==> src/rtl/fp_pkg.sv <==
// ============================================================================
// fp_pkg : field layout, widths and FSM encoding for the 13-bit float path
// Revision 1.0
// ============================================================================
`default_nettype none

package fp_pkg;

    localparam int FP_W     = 13;
    localparam int INT_W    = 8;
    localparam int SIGN_BIT = 12;
    localparam int EXP_MSB  = 11;
    localparam int EXP_LSB  = 8;
    localparam int FRAC_MSB = 7;
    localparam int FRAC_LSB = 0;
    localparam int MAX_EXP  = 7;

    localparam logic [1:0] ST_IDLE = 2'd0;
    localparam logic [1:0] ST_CONV = 2'd1;
    localparam logic [1:0] ST_RESP = 2'd2;

    typedef enum logic [1:0] {
        S_IDLE = ST_IDLE,
        S_CONV = ST_CONV,
        S_RESP = ST_RESP
    } state_e;

endpackage

`default_nettype wire

==> src/rtl/fp_to_int_core.sv <==
// ============================================================================
// fp_to_int_core : combinational 13-bit float to 8-bit sign/magnitude
// Revision 1.0
// ============================================================================
`default_nettype none

module fp_to_int_core
    import fp_pkg::*;
(
    input  logic [FP_W-1:0]  i_fp,
    output logic [INT_W-1:0] o_int,
    output logic             of,
    output logic             uf
);

    logic [EXP_MSB-EXP_LSB:0]   w_exp;
    logic [FRAC_MSB-FRAC_LSB:0] w_frac;
    logic [INT_W-1:0]           w_mag;

    assign w_exp  = i_fp[EXP_MSB:EXP_LSB];
    assign w_frac = i_fp[FRAC_MSB:FRAC_LSB];

    // A zero fraction is an exact zero and never raises a flag
    always_comb begin
        w_mag = '0;
        of    = 1'b0;
        uf    = 1'b0;
        if (w_frac != '0) begin
            if (w_exp > 4'(MAX_EXP)) begin
                of = 1'b1;
            end else if (w_exp == '0) begin
                uf = 1'b1;
            end else begin
                w_mag = w_frac >> (4'd8 - w_exp);
            end
        end
    end

    assign o_int = {i_fp[SIGN_BIT], w_mag[INT_W-2:0]};

endmodule

`default_nettype wire

==> src/rtl/fp_conv_arbiter.sv <==
// ============================================================================
// fp_conv_arbiter : round-robin sharing of one fp_to_int_core between A and B
// Revision 1.0
// ============================================================================
`default_nettype none

module fp_conv_arbiter
    import fp_pkg::*;
#(
    parameter int CNT_W = 8
) (
    input  logic             clk,
    input  logic             reset_n,
    input  logic             a_valid,
    input  logic [FP_W-1:0]  a_fp,
    output logic             a_ready,
    input  logic             b_valid,
    input  logic [FP_W-1:0]  b_fp,
    output logic             b_ready,
    output logic             rsp_valid,
    input  logic             rsp_ready,
    output logic             rsp_id,
    output logic [INT_W-1:0] rsp_int,
    output logic             rsp_of,
    output logic             rsp_uf,
    input  logic             clr_cnt,
    output logic [CNT_W-1:0] of_cnt,
    output logic [CNT_W-1:0] uf_cnt
);

    state_e             state_q, state_d;
    logic               prio_q, prio_d;
    logic [FP_W-1:0]    fp_q, fp_d;
    logic               id_q, id_d;
    logic [INT_W-1:0]   int_q, int_d;
    logic               of_q, of_d;
    logic               uf_q, uf_d;
    logic [CNT_W-1:0]   of_cnt_q, of_cnt_d;
    logic [CNT_W-1:0]   uf_cnt_q, uf_cnt_d;

    logic               w_grant_a;
    logic               w_grant_b;
    logic [INT_W-1:0]   w_int;
    logic               w_of;
    logic               w_uf;

    fp_to_int_core u_core (
        .i_fp  (fp_q),
        .o_int (w_int),
        .of    (w_of),
        .uf    (w_uf)
    );

    // prio_q: 0 favours A, 1 favours B; a lone requester always wins
    assign w_grant_a = a_valid && (!b_valid || !prio_q);
    assign w_grant_b = b_valid && (!a_valid ||  prio_q);

    always_comb begin
        state_d  = state_q;
        prio_d   = prio_q;
        fp_d     = fp_q;
        id_d     = id_q;
        int_d    = int_q;
        of_d     = of_q;
        uf_d     = uf_q;
        of_cnt_d = of_cnt_q;
        uf_cnt_d = uf_cnt_q;
        a_ready  = 1'b0;
        b_ready  = 1'b0;

        case (state_q)
            S_IDLE: begin
                a_ready = w_grant_a;
                b_ready = w_grant_b;
                if (w_grant_a || w_grant_b) begin
                    fp_d    = w_grant_b ? b_fp : a_fp;
                    id_d    = w_grant_b;
                    prio_d  = w_grant_a;
                    state_d = S_CONV;
                end
            end
            S_CONV: begin
                int_d   = w_int;
                of_d    = w_of;
                uf_d    = w_uf;
                state_d = S_RESP;
            end
            S_RESP: begin
                if (rsp_ready) begin
                    state_d = S_IDLE;
                    if (of_q && (of_cnt_q != '1)) of_cnt_d = of_cnt_q + 1'b1;
                    if (uf_q && (uf_cnt_q != '1)) uf_cnt_d = uf_cnt_q + 1'b1;
                end
            end
            default: state_d = S_IDLE;
        endcase

        // Clear has priority over a coincident increment
        if (clr_cnt) begin
            of_cnt_d = '0;
            uf_cnt_d = '0;
        end
    end

    always_ff @(posedge clk or negedge reset_n) begin
        if (!reset_n) begin
            state_q  <= S_IDLE;
            prio_q   <= 1'b0;
            fp_q     <= '0;
            id_q     <= 1'b0;
            int_q    <= '0;
            of_q     <= 1'b0;
            uf_q     <= 1'b0;
            of_cnt_q <= '0;
            uf_cnt_q <= '0;
        end else begin
            state_q  <= state_d;
            prio_q   <= prio_d;
            fp_q     <= fp_d;
            id_q     <= id_d;
            int_q    <= int_d;
            of_q     <= of_d;
            uf_q     <= uf_d;
            of_cnt_q <= of_cnt_d;
            uf_cnt_q <= uf_cnt_d;
        end
    end

    assign rsp_valid = (state_q == S_RESP);
    assign rsp_id    = id_q;
    assign rsp_int   = int_q;
    assign rsp_of    = of_q;
    assign rsp_uf    = uf_q;
    assign of_cnt    = of_cnt_q;
    assign uf_cnt    = uf_cnt_q;

endmodule

`default_nettype wire

==> config.mk <==
export PLATFORM = sky130hd
export DESIGN_NAME = fp_conv_arbiter
export DESIGN_NICKNAME = d
export VERILOG_FILES = /design/src/rtl/fp_pkg.sv /design/src/rtl/fp_to_int_core.sv /design/src/rtl/fp_conv_arbiter.sv
export SDC_FILE = /design/constraint.sdc
export NUM_CORES = 1
export LEC_CHECK = 0
export BUFFER_PORTS_ARGS = -buffer_cell sky130_fd_sc_hd__buf_2
export CAP_MARGIN = 5
export CORE_MARGIN = 2
export CORE_UTILIZATION = 55
export DETAILED_ROUTE_END_ITERATION = 8
export GPL_ROUTABILITY_DRIVEN = 1
export GPL_TIMING_DRIVEN = 0
export PLACE_DENSITY = 0.85
export SLEW_MARGIN = 40
export SYNTH_ARGS = -nofsm -noshare
export SYNTH_HDL_FRONTEND = slang
export SYNTH_SLANG_ARGS = --single-unit
==> constraint.sdc <==
create_clock -name clk -period 3.5 [get_ports clk]
set_input_delay 0.35 -clock clk [delete_from_list [all_inputs] [get_ports clk]]
set_output_delay 0.35 -clock clk [all_outputs]
set_load 0.1 [all_outputs]
==> out/metrics.csv, run 1 <==
metric,value,unit
Vias/cell,5.74,
Cells after Synth,231,
starting density of the core,57.6,%
largest net degree at the start of global routing,44,
TritonCTS Buffers,5,
worst clock skew,0.00524,ns
crit path time final,2.12,ns
Post-synth EDFFs,0,
vias in the first global route,1843,
largest family of logic cells by synthesized area,compound AO/OA/AOI/OAI gates,
Critical Path RT,3.69,ns
Initial DRT Pass Iterations,4,
met1 Use GR,27.5,%
Final Hold Fails,0,
clk buf depth,2,
Worst Max-Slew Pin Slew,0.540,ns
slowest cell on the critical path,mux4_2,
Post-Route Setup TNS,0,ns
Hold Buf Count CTS,0,
Critical Path End Type,flip-flop,
antenna cells,0,
Synth top area share,46.4,%
"Seq/Total Area, Yosys",46.4,%
synth unique cells,48,
Slew Limit Fails,0,
Die X,68.9,um
Root Driver,clkbuf_8,
Resized cells post-CTS,0,
Critical Path AT,2.30,ns
status,completed,
H-tree Lvls,2,
core outline area,0.00403,mm2
ys flop type,dfrtp_1,
initial antenna violation count,0,
DP HPWL,3650,um
CP Buf/Inv Count,2,
GRT overflow,0,
slew margin rel.,63.8,%
Post-synth ARST share,100,%
Hold Slack,0.0313,ns
I/O Pins,62,
Crit Path Max Fanout,10,
mux contribution to synthesized area,13.4,%
synthesized area per cell,10.0,um2
hold crit path type,input pin to asynchronous set/reset pin,
fraction of the mapped netlist area in simple logic gates,15.9,%
max capacitance violation total,0,
drt drc,0,
Die ar.,0.00475,mm2
Mapped Area,0.00232,mm2
synth top area cells,"dfrtp_1, mux2i_1, a21oi_1",
CTS Sinks,43,
global routing's busiest layer,met2,
"Net count, final",333,
RD Place Congestion,0.838,
met2 usage,38.8,%
Tot GR Track Use,22.7,%
Std-Cell Rows,23,
leak pwr,1.41,nW
vias post-DR,2004,
Starting DRT DRC Count,135,
pwr dens,869,mW/mm2
unrepaired setup endpoints after global routing,false,
crit-path cells,"inv_1, ha_1, buf_4, or2_2, mux4_2, a32o_1",
CP Class,flip-flop to flip-flop,
adder-cell share of the synthesized area,1.62,%
"wirelength, routed",5000,um
largest area contributor in the synthesized netlist,dfrtp_1,
Critical Path Max Stage Delay,0.46,ns
Clock Latency Late Sink,0.29,ns
period utilisation layout,60.4,%
Synth Area in Compound Gates,15.9,%
share of layout cells above drive strength 1,28.1,%
Ys Warns,0,
Detail Route Antenna Nets,0,
area grow syn2layout,21.1,%
Post CTS Setup Buffer Count,0,
final setup vio count,0,
port bufs,60,
synthesized flop and latch total,43,
Mapped Nets,266,
TritonCTS clock tree,yes,
met3 Track Usage GR,5.84,%
crit-path leading delay family,multiplexers,
RR Endpoint,rsp_int[2],
Avg WL per Cell,14.3,um
VDD IR max,0.441,mV
reg-to-reg startpoint,fp_q[8],
FF-to-FF setup slack,1.38,ns
R2R cell count,6,
first-pass GRT wire length,8020,um
Synth Area in XOR/XNOR,2.64,%
CP Launch Type,flip-flop,
Clock transition at path regs,0.08,ns
Max Fclk,473,MHz
Die Y-Extent,68.9,um
report_power, final:
group / switching, W / internal (W) / total [W]
combinational: 0.000887 / 0.000408 / 0.00129
sequential: 0.000118 / 0.000634 / 0.000752
clock: 0.000165 / 0.000231 / 0.000396
synthesized netlist by cell type (2+ instances only):
cell	number
nand3_1	8
ha_1	3
buf_2	4
and4b_1	2
a21oi_1	25
o21ai_0	10
a211oi_1	2
nand2b_1	2
or4_1	5
o21ai_1	4
xnor2_1	4
nand2_1	9
o21bai_1	2
or2_2	2
mux2i_1	24
nor3_1	2
a22o_1	4
nor2_1	24
xor2_1	3
clkbuf_1	6
inv_1	11
dfrtp_1	43
o31ai_1	3
or3_1	4
mux2_2	2
flip-flops by register name (all words and copies together), names as in the netlist:
name     count
fp_q        13
of_cnt       8
prio_q       1
rsp_id       1
rsp_int      8
rsp_of       1
rsp_uf       1
state_q      2
uf_cnt       8
how the worst max path moves through the flow:
stage | cells past startpoint | slack [ns] | to | startpoint
after CTS | 6 | 1.37 | rsp_int[2] | fp_q[8]
after global placement | 6 | 1.40 | rsp_int[2] | fp_q[8]
final | 6 | 1.38 | rsp_int[2] | fp_q[8]
after floorplan | 4 | 0.39 | rsp_id | a_valid
after detailed placement | 6 | 1.37 | rsp_int[2] | fp_q[8]
after global routing | 3 | 1.29 | a_ready | state_q[1]
through the flow:
stage	area, um2	setup WS, ns	util (%)	total power, W	cells
6_report	2810	1.38	69.7	0.00244	349
5_1_grt	2810	1.29	69.7	0.00259	349
4_1_cts	2810	1.37	69.7	0.00245	349
3_5_place_dp	2690	1.37	66.8	0.00204	341
3_3_place_gp	2690	1.40	66.7	0.00200	341
2_1_floorplan	2330	0.392	-	0.00180	231
layout by cell type (no fill, tap or decap), types with 6 or more instances in the layout:
cell type / instances
dfrtp_1: 43
clkbuf_8: 6
mux2i_1: 24
nor2_1: 24
buf_2: 63
a21oi_1: 25
clkbuf_1: 6
nand2_1: 9
nand3_1: 8
o21ai_0: 10
inv_1: 11
worst register-to-register path: stages (launching register included):
cell and delay (ns):
dfrtp_1 0.39, inv_1 0.14, ha_1 0.28, buf_4 0.19, or2_2 0.30, mux4_2 0.46
a32o_1 0.26
final cells by class:
type                            instances  area (um2)
Fill cell                             309        1220
Multi-Input combinational cell        165        1150
Sequential cell                        43        1080
Timing Repair Buffer                   60         303
Clock buffer                            6        82.6
Tap cell                               50        62.6
Buffer                                 12        53.8
Inverter                               11        41.3
Clock inverter                          2        35.0
kinds of logic (layout without fill, tap and decap cells):
logic type      after synthesis  after routing
simple gates                 68             68
xor+xnor                      7              7
mux                          28             28
fa+ha+maj                     3              3
buf+inv                      23             91
compound gates               59             59
flops                        43             43
per-layer routing:
metal	share of wire (%)	vias to the layer above
met5	0	-
met4	1.6	0
met3	6.2	10
met2	50	68
met1	42	948
li1	-	978
(Power assumes the default switching activity.)
==> run 2: changes to the inputs <==
--- a/config.mk
+++ b/config.mk
@@ -8,11 +8,11 @@
 export BUFFER_PORTS_ARGS = -buffer_cell sky130_fd_sc_hd__buf_2
 export CAP_MARGIN = 5
 export CORE_MARGIN = 2
-export CORE_UTILIZATION = 55
+export CORE_UTILIZATION = 52
 export DETAILED_ROUTE_END_ITERATION = 8
 export GPL_ROUTABILITY_DRIVEN = 1
 export GPL_TIMING_DRIVEN = 0
-export PLACE_DENSITY = 0.85
+export PLACE_DENSITY = 0.81
 export SLEW_MARGIN = 40
 export SYNTH_ARGS = -nofsm -noshare
 export SYNTH_HDL_FRONTEND = slang
==> constraint.sdc (replaced) <==
create_clock -name clk -period 2.1 [get_ports clk]
set_input_delay 0.21 -clock clk [delete_from_list [all_inputs] [get_ports clk]]
set_output_delay 0.21 -clock clk [all_outputs]
set_load 0.1 [all_outputs]
==> out/metrics.csv, run 2 (synthesis results as in run 1) <==
metric,value,unit,change
status,completed,,
Std-Cell Rows,24,,+4.3%
crit path time final,2.05,ns,-0.0671 ns
"commonest non-fill, non-tap cell in the layout",buf_2,,
Tot GR Track Use,20.4,%,-2.3 points
Final WS setup,0.0515,ns,-1.33 ns
initial antenna violation count,0,,unchanged
CP Launch Type,flip-flop,,
Detail Route Antenna Nets,0,,unchanged
Pwr Total,0.00401,W,+64%
I/O Pins,62,,unchanged
starting density of the core,53.6,%,-3.9 points
Critical Path AT,2.24,ns,-0.06 ns
Net Sw Frac,49.6,%,+1.7 points
Critical Path RT,2.29,ns,-1.40 ns
Starting DRT DRC Count,137,,+1.5%
largest net degree at the start of global routing,44,,unchanged
final core occ,65.7,%,-4.1 points
Clock transition at path regs,0.09,ns,about the same
Initial DRT Pass Iterations,4,,unchanged
drt drc,0,,unchanged
max capacitance violation total,0,,unchanged
clk buf depth,2,,unchanged
Slew Limit Fails,0,,unchanged
VDD IR max,0.805,mV,+83%
vias post-DR,2007,,+0.15%
Crit Path Max Fanout,10,,unchanged
CTS Sinks,43,,unchanged
DP HPWL,3650,um,-0.13%
Seq. cell area,0.00108,mm2,+0.70%
RD Place Congestion,0.877,,+4.7%
pre-CTS WS,-0.0390,ns,-1.41 ns
Clock power frac,13.1,%,-3.1 points
Top reg by flops,fp_q,,
pwr dens,1410,mW/mm2,+62%
Root Driver,clkbuf_8,,
vias in the first global route,1772,,-3.9%
core outline area,0.00432,mm2,+7.3%
area grow syn2layout,22.4,%,
area post-placement,0.00273,mm2,+1.3%
Avg WL per Cell,14.2,um,-1.0%
design area,0.00284,mm2,+1.1%
CP Class,flip-flop to flip-flop,,
most frequent cells in the layout,"buf_2, dfrtp_1, a21oi_1",,
sw power,0.00199,W,+70%
fillcell total,350,,+13%
port bufs,60,,unchanged
Vias/cell,5.67,,-1.3%
Clock Latency Late Sink,0.30,ns,about the same
area of the multi-input gates,0.00118,mm2,+2.1%
GRT overflow,0,,unchanged
Final Hold Fails,0,,unchanged
Die X,70.8,um,+2.7%
Largest register FFs,13,,unchanged
TritonCTS Buffers,5,,unchanged
H-tree Lvls,2,,unchanged
antenna cells,0,,unchanged
Critical Path End Type,flip-flop,,
Pint,0.00202,W,+59%
DP Cell Count,343,,+0.59%
worst clock skew,0.00911,ns,+0.00387 ns
fin cells,354,,+1.4%
"wirelength, routed",5020,um,+0.42%
TritonCTS clock tree,yes,,
Max Fclk,488,MHz,+3.3%
final setup vio count,0,,unchanged
combinational fraction of design power,55.4,%,+2.4 points
Reg power frac,31.5,%,+0.7 points
leak pwr,1.40,nW,-0.93%
first-pass GRT wire length,8150,um,+1.5%
"Net count, final",336,,+0.90%
share of layout cells above drive strength 1,30.8,%,+2.7 points
hold crit path type,input pin to flip-flop,,
Worst Max-Slew Pin Slew,0.598,ns,+0.0582 ns
period utilisation layout,97.5,%,+37 points
Die Y-Extent,70.8,um,+2.7%
slew margin rel.,59.9,%,-4.0 points
Die ar.,0.00501,mm2,+5.4%
[run 2: repair_timing]
action,CTS,global route
endpoints found under the hold margin,43,0
hold buffers,1,0
cloned,0,0
setup buffers,0,2
gates resized for setup,1,1
endpoints found under the setup margin,1,1
[run 2: layout make-up]
type / count / share of cell area [%]
multi-input cells: 165 / 41.5
flip-flops and latches: 43 / 38.2
repair buffers: 63 / 11.5
clock buffers: 6 / 2.56
well taps: 52 / 2.29
plain buffers: 12 / 2.03
inverters: 11 / 1.45
clock inverters: 2 / 0.441
[run 2: power groups by stage]
| stage | Clock [W] | Combinational (W) | Sequential (W) |
|---|---|---|---|
| 6_report | 0.000526 | 0.00222 | 0.00126 |
| 5_1_grt | 0.000562 | 0.00239 | 0.00129 |
| 4_1_cts | 0.000533 | 0.00218 | 0.00126 |
| 3_5_place_dp | 0 | 0.00217 | 0.00128 |
| 3_3_place_gp | 0 | 0.00212 | 0.00126 |
| 2_1_floorplan | 0 | 0.00127 | 0.00175 |
[run 2: per-layer routing]
layer / up-vias / global-route usage, % / part of all wire [%]
met5: - / 0 / 0
met4: 0 / 5.66 / 1.3
met3: 7 / 4.42 / 4.8
met2: 57 / 35.3 / 51
met1: 961 / 25.9 / 43
li1: 982 / - / -
[run 2: final timing paths]
check,cells after the start,slack [ns],from,endpoint
min in group asynchronous,2,0.43,reset_n,of_cnt[5]
min,2,0.14,rsp_ready,state_q[1]
min reg2reg,1,0.50,rsp_int[6],rsp_int[6]
max in group asynchronous,2,1.27,reset_n,uf_cnt[1]
max,6,0.05,fp_q[8],rsp_int[2]
max reg2reg,6,0.05,fp_q[8],rsp_int[2]
[run 2: through the flow]
step | hold slack, ns | setup TNS, ns
after global routing | 0.140 | -0.0123
after global placement | 0.407 | -0.00602
final | 0.137 | 0
after floorplan | -0.0856 | 0
after CTS | 0.139 | 0
after detailed placement | 0.234 | -0.0390
[run 2: worst max-delay path, stage by stage (launching register included)]
cell     delay [ns]
dfrtp_1        0.37
inv_2          0.05
ha_1           0.34
buf_6          0.17
or2_2          0.28
mux4_2         0.46
a32o_1         0.26
